==> src/rtl/dio_slot_arbiter.sv <==
// Round-robin owner of the DIO memory slot: one disk/DMA reader per slot, drives
// the slot's memory address and read enable, and acks at slot end when data is valid.
module dio_slot_arbiter #(
    parameter int NREQ = 4,
    parameter int ADDR_W = 22,
    parameter logic [NREQ*ADDR_W-1:0] BASES = {22'h300000, 22'h280000, 22'h200000, 22'h100000}
) (
    input  logic                     clk,
    input  logic                     _reset,
    input  logic                     cep,
    input  logic                     dioBusControl,
    input  logic [NREQ-1:0]          req,
    input  logic [NREQ*ADDR_W-1:0]   reqAddr,
    output logic [NREQ-1:0]          ack,
    output logic [ADDR_W-1:0]        memoryAddr,
    output logic                     _dioOE,
    output logic                     grantValid,
    output logic [2:0]               grantIdx
);

    typedef enum logic {IDLE, GRANT} state_t;

    state_t            state, nextState;
    logic              dioPrev;
    logic              slotStart, slotEnd;
    logic [2:0]        rrPtr, nextRr, pick, cand;
    logic              anyReq;
    logic [7:0]        reqPad;
    logic [ADDR_W-1:0] pickAddr, nextAddr;
    logic              nextValid, nextOE;
    logic [2:0]        nextIdx;

    assign slotStart = dioBusControl & ~dioPrev;
    assign slotEnd   = dioBusControl & cep;
    assign reqPad    = 8'(req);

    // Scan downward from the farthest offset so the nearest request at/after rrPtr wins.
    always_comb begin
        anyReq = 1'b0;
        pick   = '0;
        cand   = '0;
        for (int i = NREQ - 1; i >= 0; i--) begin
            cand = 3'((int'(rrPtr) + i) % NREQ);
            if (reqPad[cand]) begin
                anyReq = 1'b1;
                pick   = cand;
            end
        end
    end

    always_comb begin
        pickAddr = '0;
        for (int g = 0; g < NREQ; g++) begin
            if (pick == 3'(g))
                pickAddr = BASES[g*ADDR_W +: ADDR_W] + reqAddr[g*ADDR_W +: ADDR_W];
        end
    end

    always_comb begin
        nextState = state;
        nextValid = grantValid;
        nextOE    = _dioOE;
        nextIdx   = grantIdx;
        nextAddr  = memoryAddr;
        nextRr    = rrPtr;
        case (state)
            IDLE: begin
                if (slotStart && anyReq) begin
                    nextState = GRANT;
                    nextValid = 1'b1;
                    nextOE    = 1'b0;
                    nextIdx   = pick;
                    nextAddr  = pickAddr;
                end
            end
            GRANT: begin
                if (!dioBusControl || cep) begin
                    // Malformed slot (bus dropped without cep) leaves the pointer alone.
                    nextState = IDLE;
                    nextValid = 1'b0;
                    nextOE    = 1'b1;
                    nextAddr  = '0;
                    if (dioBusControl)
                        nextRr = (grantIdx == 3'(NREQ - 1)) ? 3'd0 : grantIdx + 3'd1;
                end
            end
            default: nextState = IDLE;
        endcase
    end

    always_ff @(posedge clk or negedge _reset) begin
        if (!_reset) begin
            state      <= IDLE;
            dioPrev    <= 1'b1;  // a slot already in flight at release must not count as a start
            rrPtr      <= '0;
            grantValid <= 1'b0;
            _dioOE     <= 1'b1;
            grantIdx   <= '0;
            memoryAddr <= '0;
        end else begin
            state      <= nextState;
            dioPrev    <= dioBusControl;
            rrPtr      <= nextRr;
            grantValid <= nextValid;
            _dioOE     <= nextOE;
            grantIdx   <= nextIdx;
            memoryAddr <= nextAddr;
        end
    end

    assign ack = (state == GRANT && slotEnd && reqPad[grantIdx]) ? NREQ'(8'd1 << grantIdx) : '0;

endmodule

==> config.mk <==
export PLATFORM = sky130hd
export DESIGN_NAME = dio_slot_arbiter
export DESIGN_NICKNAME = d
export VERILOG_FILES = /design/src/rtl/dio_slot_arbiter.sv
export SDC_FILE = /design/constraint.sdc
export NUM_CORES = 1
export LEC_CHECK = 0
export CAP_MARGIN = 10
export CORE_MARGIN = 8
export CORE_UTILIZATION = 50
export CTS_BUF_LIST = sky130_fd_sc_hd__clkbuf_4
export CTS_CLUSTER_DIAMETER = 60
export DETAILED_ROUTE_END_ITERATION = 10
export DONT_BUFFER_PORTS = 1
export SYNTH_ARGS = -nofsm -noshare
export SYNTH_HDL_FRONTEND = slang
export SYNTH_SLANG_ARGS = --single-unit
==> constraint.sdc <==
create_clock -name clk -period 4.1 [get_ports clk]
set_clock_uncertainty 0.1 [all_clocks]
set_input_delay 0.41 -clock clk [delete_from_list [all_inputs] [get_ports clk]]
set_output_delay 0.41 -clock clk [all_outputs]
set_load 0.02 [all_outputs]
==> run_results.csv, run 1 <==
group,metric,value,unit
timing,hold_viol,0,
power,switching_share,0.448,
final_layout,syn2layout_area_growth,3.29,%
floorplan,initial_core_util,0.525,
synth,syn_avg_cell_area,9.39,um2
power,p_comb_frac,0.361,
synth,postSynthCellCount,227,
placement,dp.cells,259,
placement,globalplace.congestion,0.757,
timing,setup_viol,0,
cts,cts_buffers,5,
cts,cts.clk_slew.worst_paths,0.10,ns
final_layout,layoutNonFillerInstCount,271,
cts,cts_tree,"built",
cts,clock_latency,0.32,ns
worst_setup_path,critPathMaxFanout,39,
final_layout,regArea,753,um2
worst_setup_path,r2r-end,"memoryAddr[19]",
power,p_leak,1.03,nW
synth,synth-xor-area-share,0.0123,
worst_setup_path,worstPathBufferInverterCount,1,
power,pwr-share-clk,0.155,
grt,antenna_found_initial,0,
route,drt_first_pass_iters,4,
final_layout,fillers,366,
worst_setup_path,crit_path_end,"memoryAddr[19]",
run,maxCapViolCount,0,
timing,holdWs,0.0815,ns
grt,first_global_vias,1784,
worst_setup_path,crit_path_start,"rrPtr[0]",
placement,port_buffers,0,
worst_setup_path,max_stage_delay,0.83,ns
power,p_sw,0.557,mW
synth,synth_top_family_by_area,"compound AO/OA/AOI/OAI gates",
min_path,hold_class,"input port to flip-flop",
placement,place_area,2090,um2
synth,synth.net_count,328,
synth,yosys.area_share.simple,0.169,
worst_setup_path,cp.depth,5,
worst_setup_path,path_cells,"inv_1 > a221o_1 > nand2_2 > mux2_2 > a221o_1",
synth,yosysSeqAreaShare,0.353,
synth,ys.flop_type,"dfrtp_1",
synth,synth_edf_count,0,
worst_setup_path,path_common_cell,"a221o_1",
worst_setup_path,reg2reg_setup_slack,0.98,ns
timing,fmax,320,MHz
cts,clockBufferDepth,2,
floorplan,die_h,81.3,um
final_layout,drive_gt1_frac,0.113,
timing,tightest_slew,1.04,ns
final_layout,diodes,0,
synth,synth_top_cells_by_area,"dfrtp_1 (33%), mux2i_1 (11%), a21boi_0 (6.3%), o211ai_1 (6.3%), and3_1 (5.6%)",
worst_setup_path,criticalPathCategory,"flip-flop to flip-flop",
route,drtIter0Drc,75,
timing,maxSlewViolCount,0,
synth,async_flop_share,1.00,
cts,cts_root_buf,"clkbuf_4",
cts,htreeDepth,2,
cts,post_cts_resize_count,0,
floorplan,die-area,6610,um2
timing,finalSetupTns,0,ns
route,drc,0,
synth,ys_ff_latch,30,
synth,synth_adder_area_share,0.0294,
worst_setup_path,crit_path_end_kind,"flip-flop",
floorplan,num_rows,23,
power,irDropWorstVdd,212,uV
timing,fin_crit,3.12,ns
synth,yosysUniqueCellTypes,39,
floorplan,die_x,81.3,um
grt,grt_overflow,0,
worst_setup_path,rr_worst_depth,5,
route,vias_per_cell,6.25,
worst_setup_path,crit_arrival,3.24,ns
grt,track_usage,0.183,
placement,hpwl,4.72,mm
cts,cts.sink_count,30,
route,final_antenna_net_count,0,
final_layout,nets,321,
grt,grt_pass1_wl,9.32,mm
synth,synth_top_area_cell,"dfrtp_1",
power,seq_power_share,0.485,
power,power,1.24,mW
synth,netlist_area,2130,um2
worst_setup_path,required,4.22,ns
grt,grt_start_max_net_pins,40,
worst_setup_path,cp_slowest_cell,"a221o_1",
final_layout,fin_util,0.542,
worst_setup_path,crit_family,"compound AO/OA/AOI/OAI gates",
synth,yosys-mux-area-fraction,0.134,
placement,dp_worst_setup_slack,0.936,ns
power,p_int,0.687,mW
floorplan,ios,127,
route,wl,6.28,mm
timing,rsz0062_at_grt,"false",
route,num_vias,1693,
timing,setup_slack,0.979,ns
floorplan,coreArea,4060,um2
worst_setup_path,rr_startpoint,"rrPtr[0]",
timing,max_slew_margin,0.309,
synth,yosysWarningCount,0,
final_layout,fin_area,2200,um2
synth,synth_top_cell_area_share,0.329,
final_layout,multi_input_area,1250,um2
route,wl_per_cell,23.2,um
run_status,status,"completed",
timing,period_share,0.761,
worst_setup_path,cp-start-kind,"flip-flop",
power,p_per_area,565,nW/um2
synth,synth-compound-area-share,0.237,
-- cells in the final DEF (no fill, tap or decap) --
| cell | instances |
|---|---|
| o211ai_1 | 18 |
| or3b_1 | 1 |
| dfstp_2 | 2 |
| o21bai_2 | 1 |
| nand2b_4 | 1 |
| buf_12 | 1 |
| o21ai_1 | 6 |
| and3_1 | 19 |
| conb_1 | 1 |
| a21boi_0 | 18 |
| a211o_1 | 3 |
| inv_1 | 6 |
| clkbuf_4 | 8 |
| xnor2_1 | 3 |
| ha_1 | 5 |
| a221o_1 | 2 |
| mux4_2 | 1 |
| mux2i_1 | 23 |
| dfrtp_1 | 28 |
| o21ai_0 | 15 |
| a21o_1 | 1 |
| and2_4 | 1 |
| nand2_1 | 26 |
| nand2_2 | 1 |
| nor4_1 | 1 |
| a2111oi_2 | 1 |
| nand3_1 | 1 |
| nor2b_1 | 3 |
| a211oi_2 | 1 |
| dlygate4sd3_1 | 2 |
| or4_4 | 1 |
| o221ai_4 | 1 |
| mux2_2 | 3 |
| and2_1 | 5 |
| nor2_1 | 2 |
| nor3_1 | 5 |
| o31ai_1 | 1 |
| a21boi_1 | 1 |
| buf_4 | 2 |
-- how the worst min path moves through the flow --
stage	startpoint	to	slack (ns)	depth (start not counted)
finish	cep	state	0.08	1
global route	cep	state	0.08	1
CTS	cep	state	0.08	1
detailed placement	_reset	state	0.02	0
global placement	_reset	state	0.02	0
floorplan	_reset	grantIdx[0]	0.01	0
-- sequential cells by signal, indices dropped and copies added (netlist names) --
signal / count
grantIdx: 2
grantValid: 1
memoryAddr: 22
rrPtr: 2
dioPrev: 1
_dioOE: 1
state: 1
-- power groups by stage --
stage | Sequential, mW | Combinational (mW) | Clock, mW
floorplan | 0.575 | 0.382 | 0
global placement | 0.610 | 0.420 | 0
detailed placement | 0.616 | 0.443 | 0
CTS | 0.611 | 0.454 | 0.194
global route | 0.620 | 0.505 | 0.207
finish | 0.603 | 0.449 | 0.192
-- layout make-up --
| type | instances | area share |
|---|---|---|
| Timing Repair Buffer | 5 | 0.0250 |
| Clock buffer | 8 | 0.0273 |
| Tap cell | 50 | 0.0284 |
| Sequential cell | 30 | 0.342 |
| Multi-Input combinational cell | 172 | 0.567 |
| Inverter | 6 | 0.0102 |
-- layer usage --
| metal | part of all wire | global-route usage | vias to the layer above |
|---|---|---|---|
| met5 | 0 | 0 | - |
| met4 | 0.018 | 0.0643 | 0 |
| met3 | 0.11 | 0.0784 | 10 |
| met2 | 0.51 | 0.306 | 94 |
| met1 | 0.37 | 0.204 | 784 |
| li1 | - | - | 805 |
-- timing repair --
action,4_1_cts,5_1_grt
hold buffers,3,0
setup buffers,0,0
endpoints found under the hold margin,31,0
setup endpoints to repair,0,0
-- cell families (layout without fill, tap and decap cells) --
| family | count (synthesis) | count (layout) |
|---|---|---|
| muxes | 27 | 27 |
| adders and majority gates | 5 | 5 |
| and+or+nand+nor | 67 | 67 |
| buffers and inverters | 25 | 19 |
| xor gates and xnor gates | 3 | 3 |
| AOI/OAI and AO/OA | 69 | 69 |
| other | 1 | 1 |
| DFF | 30 | 30 |
-- cell usage after synthesis, types with 2 or more instances --
cell / number
mux2_2: 3
and2_1: 5
ha_1: 5
dfstp_2: 2
nor2_1: 2
clkbuf_1: 9
mux2i_1: 23
nor3_1: 5
o211ai_1: 18
o21ai_1: 6
xnor2_1: 3
inv_1: 6
a211o_1: 3
buf_6: 4
and3_1: 19
nor2b_1: 3
o21ai_0: 15
buf_2: 5
nand2_1: 26
a221o_1: 2
dfrtp_1: 28
a21boi_0: 18
Power figures use the tool's default switching activity.
==> run 2, diff against run 1 <==
==> constraint.sdc (replaced) <==
create_clock -name clk -period 3.1 [get_ports clk]
set_clock_uncertainty 0.1 [all_clocks]
set_input_delay 0.31 -clock clk [delete_from_list [all_inputs] [get_ports clk]]
set_output_delay 0.31 -clock clk [all_outputs]
set_load 0.02 [all_outputs]
==> run 2 against run 1 <==
Effect of this change:
- worst hold slack got worse by 0.058 ns
- total power grew 32%
- count of clock-buffer cells in the layout unchanged
- critical endpoint is now ack[2]
- largest cell class unchanged
- sequential cell count stayed put
==> run_results.csv, run 2 (synthesized netlist as in run 1, its figures left out) <==
group,metric,value,unit
final_layout,reg.largest.list,"memoryAddr x22, grantIdx x2, rrPtr x2",
grt,grt_overflow,0,
cts,ctsHoldBuffers,4,
worst_setup_path,path_cells,"mux4_2 > nor2b_1 > and2_1",
placement,port_buffers,0,
route,wl,6.06,mm
final_layout,layout_common_cells,"dfrtp_1 (28), nand2_1 (26), mux2i_1 (23), and3_1 (19)",
power,p_leak,1.05,nW
worst_setup_path,crit_family,"flip-flops",
power,irDropWorstVdd,267,uV
timing,tightest_slew,0.631,ns
final_layout,syn2layout_area_growth,4.46,%
worst_setup_path,worstPathBufferInverterCount,0,
final_layout,diodes,0,
cts,clockBufferDepth,2,
cts,cts_buffers,5,
timing,period_share,0.744,
min_path,hold_class,"input port to flip-flop",
grt,track_usage,0.183,
cts,postCtsSetupBuffers,0,
route,final_antenna_net_count,0,
cts,cts_tree,"built",
floorplan,die_x,81.3,um
floorplan,num_rows,23,
route,num_vias,1739,
worst_setup_path,cp_slowest_cell,"dfrtp_1",
worst_setup_path,critPathMaxFanout,7,
cts,cts.sink_count,30,
worst_setup_path,required,2.69,ns
timing,hold_viol,0,
floorplan,initial_core_util,0.525,
final_layout,drive_gt1_frac,0.121,
grt,grt_start_max_net_pins,40,
floorplan,die_h,81.3,um
timing,fin_crit,2.31,ns
final_layout,fillers,370,
timing,setup_viol,0,
floorplan,die-area,6610,um2
power,p_sw,0.734,mW
timing,finalSetupTns,0,ns
placement,globalplace.congestion,0.760,
grt,first_global_vias,1806,
route,wl_per_cell,22.1,um
timing,fmax,433,MHz
cts,post_cts_resize_count,0,
worst_setup_path,crit_arrival,1.90,ns
run,maxCapViolCount,0,
timing,rsz0062_at_grt,"false",
power,p_comb_frac,0.364,
final_layout,regMostFlops,"memoryAddr",
final_layout,final_common_cell,"dfrtp_1",
worst_setup_path,cp-start-kind,"flip-flop",
cts,htreeDepth,2,
floorplan,coreArea,4060,um2
placement,hpwl,4.65,mm
power,p_per_area,740,nW/um2
cts,clock_latency,0.32,ns
final_layout,nets,324,
route,vias_per_cell,6.35,
cts,cts_root_buf,"clkbuf_4",
final_layout,largest_reg_flops,22,
timing,maxSlewViolCount,0,
cts,cts.clk_slew.worst_paths,0.09,ns
route,drc,0,
power,seq_power_share,0.484,
timing,holdWs,0.0231,ns
run_status,status,"completed",
power,pwr-share-clk,0.151,
power,switching_share,0.445,
grt,antenna_found_initial,0,
worst_setup_path,max_stage_delay,0.62,ns
power,p_int,0.914,mW
route,drtIter0Drc,86,
timing,max_slew_margin,0.578,
route,drt_first_pass_iters,4,
worst_setup_path,criticalPathCategory,"flip-flop to primary output",
worst_setup_path,crit_path_end_kind,"primary output",
floorplan,ios,127,
grt,grt_pass1_wl,9.44,mm
run 2: changes by cell type in the layout (fill, tap and decap cells not counted):
cell and delta:
buf_4 +2, dlygate4sd3_1 +1
run 2: power by group through the flow:
stage / combinational [mW] / sequential, mW / clock [mW]
after floorplan: 0.505 / 0.760 / 0
after global placement: 0.561 / 0.808 / 0
after CTS: 0.608 / 0.807 / 0.263
final: 0.600 / 0.798 / 0.249
after global routing: 0.673 / 0.820 / 0.284
after detailed placement: 0.594 / 0.813 / 0
run 2: stage by stage:
stage | instance area (um2) | power [mW] | util | worst slack [ns] | cells
floorplan | 2130 | 1.27 | - | 1.26 | 227
global placement | 2120 | 1.37 | 0.521 | 0.899 | 262
detailed placement | 2120 | 1.41 | 0.521 | 0.806 | 262
CTS | 2230 | 1.68 | 0.549 | 0.750 | 274
global route | 2230 | 1.78 | 0.549 | 0.603 | 274
finish | 2230 | 1.65 | 0.549 | 0.793 | 274
run 2: path summary, 6_finish.rpt:
kind / start / to / slack (ns) / depth (start not counted)
setup / recovery: grantIdx[0] / ack[2] / 0.79 / 3
hold / removal: dioBusControl / state / 0.02 / 2
setup reg to reg: state / memoryAddr[12] / 0.84 / 5
hold reg to reg: _dioOE / _dioOE / 0.43 / 2
max in group asynchronous: _reset / dioPrev / 2.33 / 2
min in group asynchronous: _reset / rrPtr[1] / 0.33 / 2
run 2: worst register-to-register path, stage by stage (launching register included):
cell and delay (ns):
dfrtp_1 0.41, or4_4 0.66, nor2_1 0.54, buf_4 0.28, o21ai_0 0.10, o211ai_1 0.09
run 2: cell type report:
type | instances | area, um2 | area share
repair buffers | 8 | 80.1 | 0.0360
inverters | 6 | 22.5 | 0.0101
flip-flops and latches | 30 | 753 | 0.338
clock buffers | 8 | 60.1 | 0.0270
multi-input cells | 172 | 1250 | 0.560
well taps | 50 | 62.6 | 0.0281
run 2: routing by layer:
layer,part of all wire,track usage,vias to the layer above
met2,0.51,0.301,82
li1,-,-,813
met3,0.12,0.0850,2
met1,0.37,0.212,842
met4,0.0043,0.0429,0
met5,0,0,-
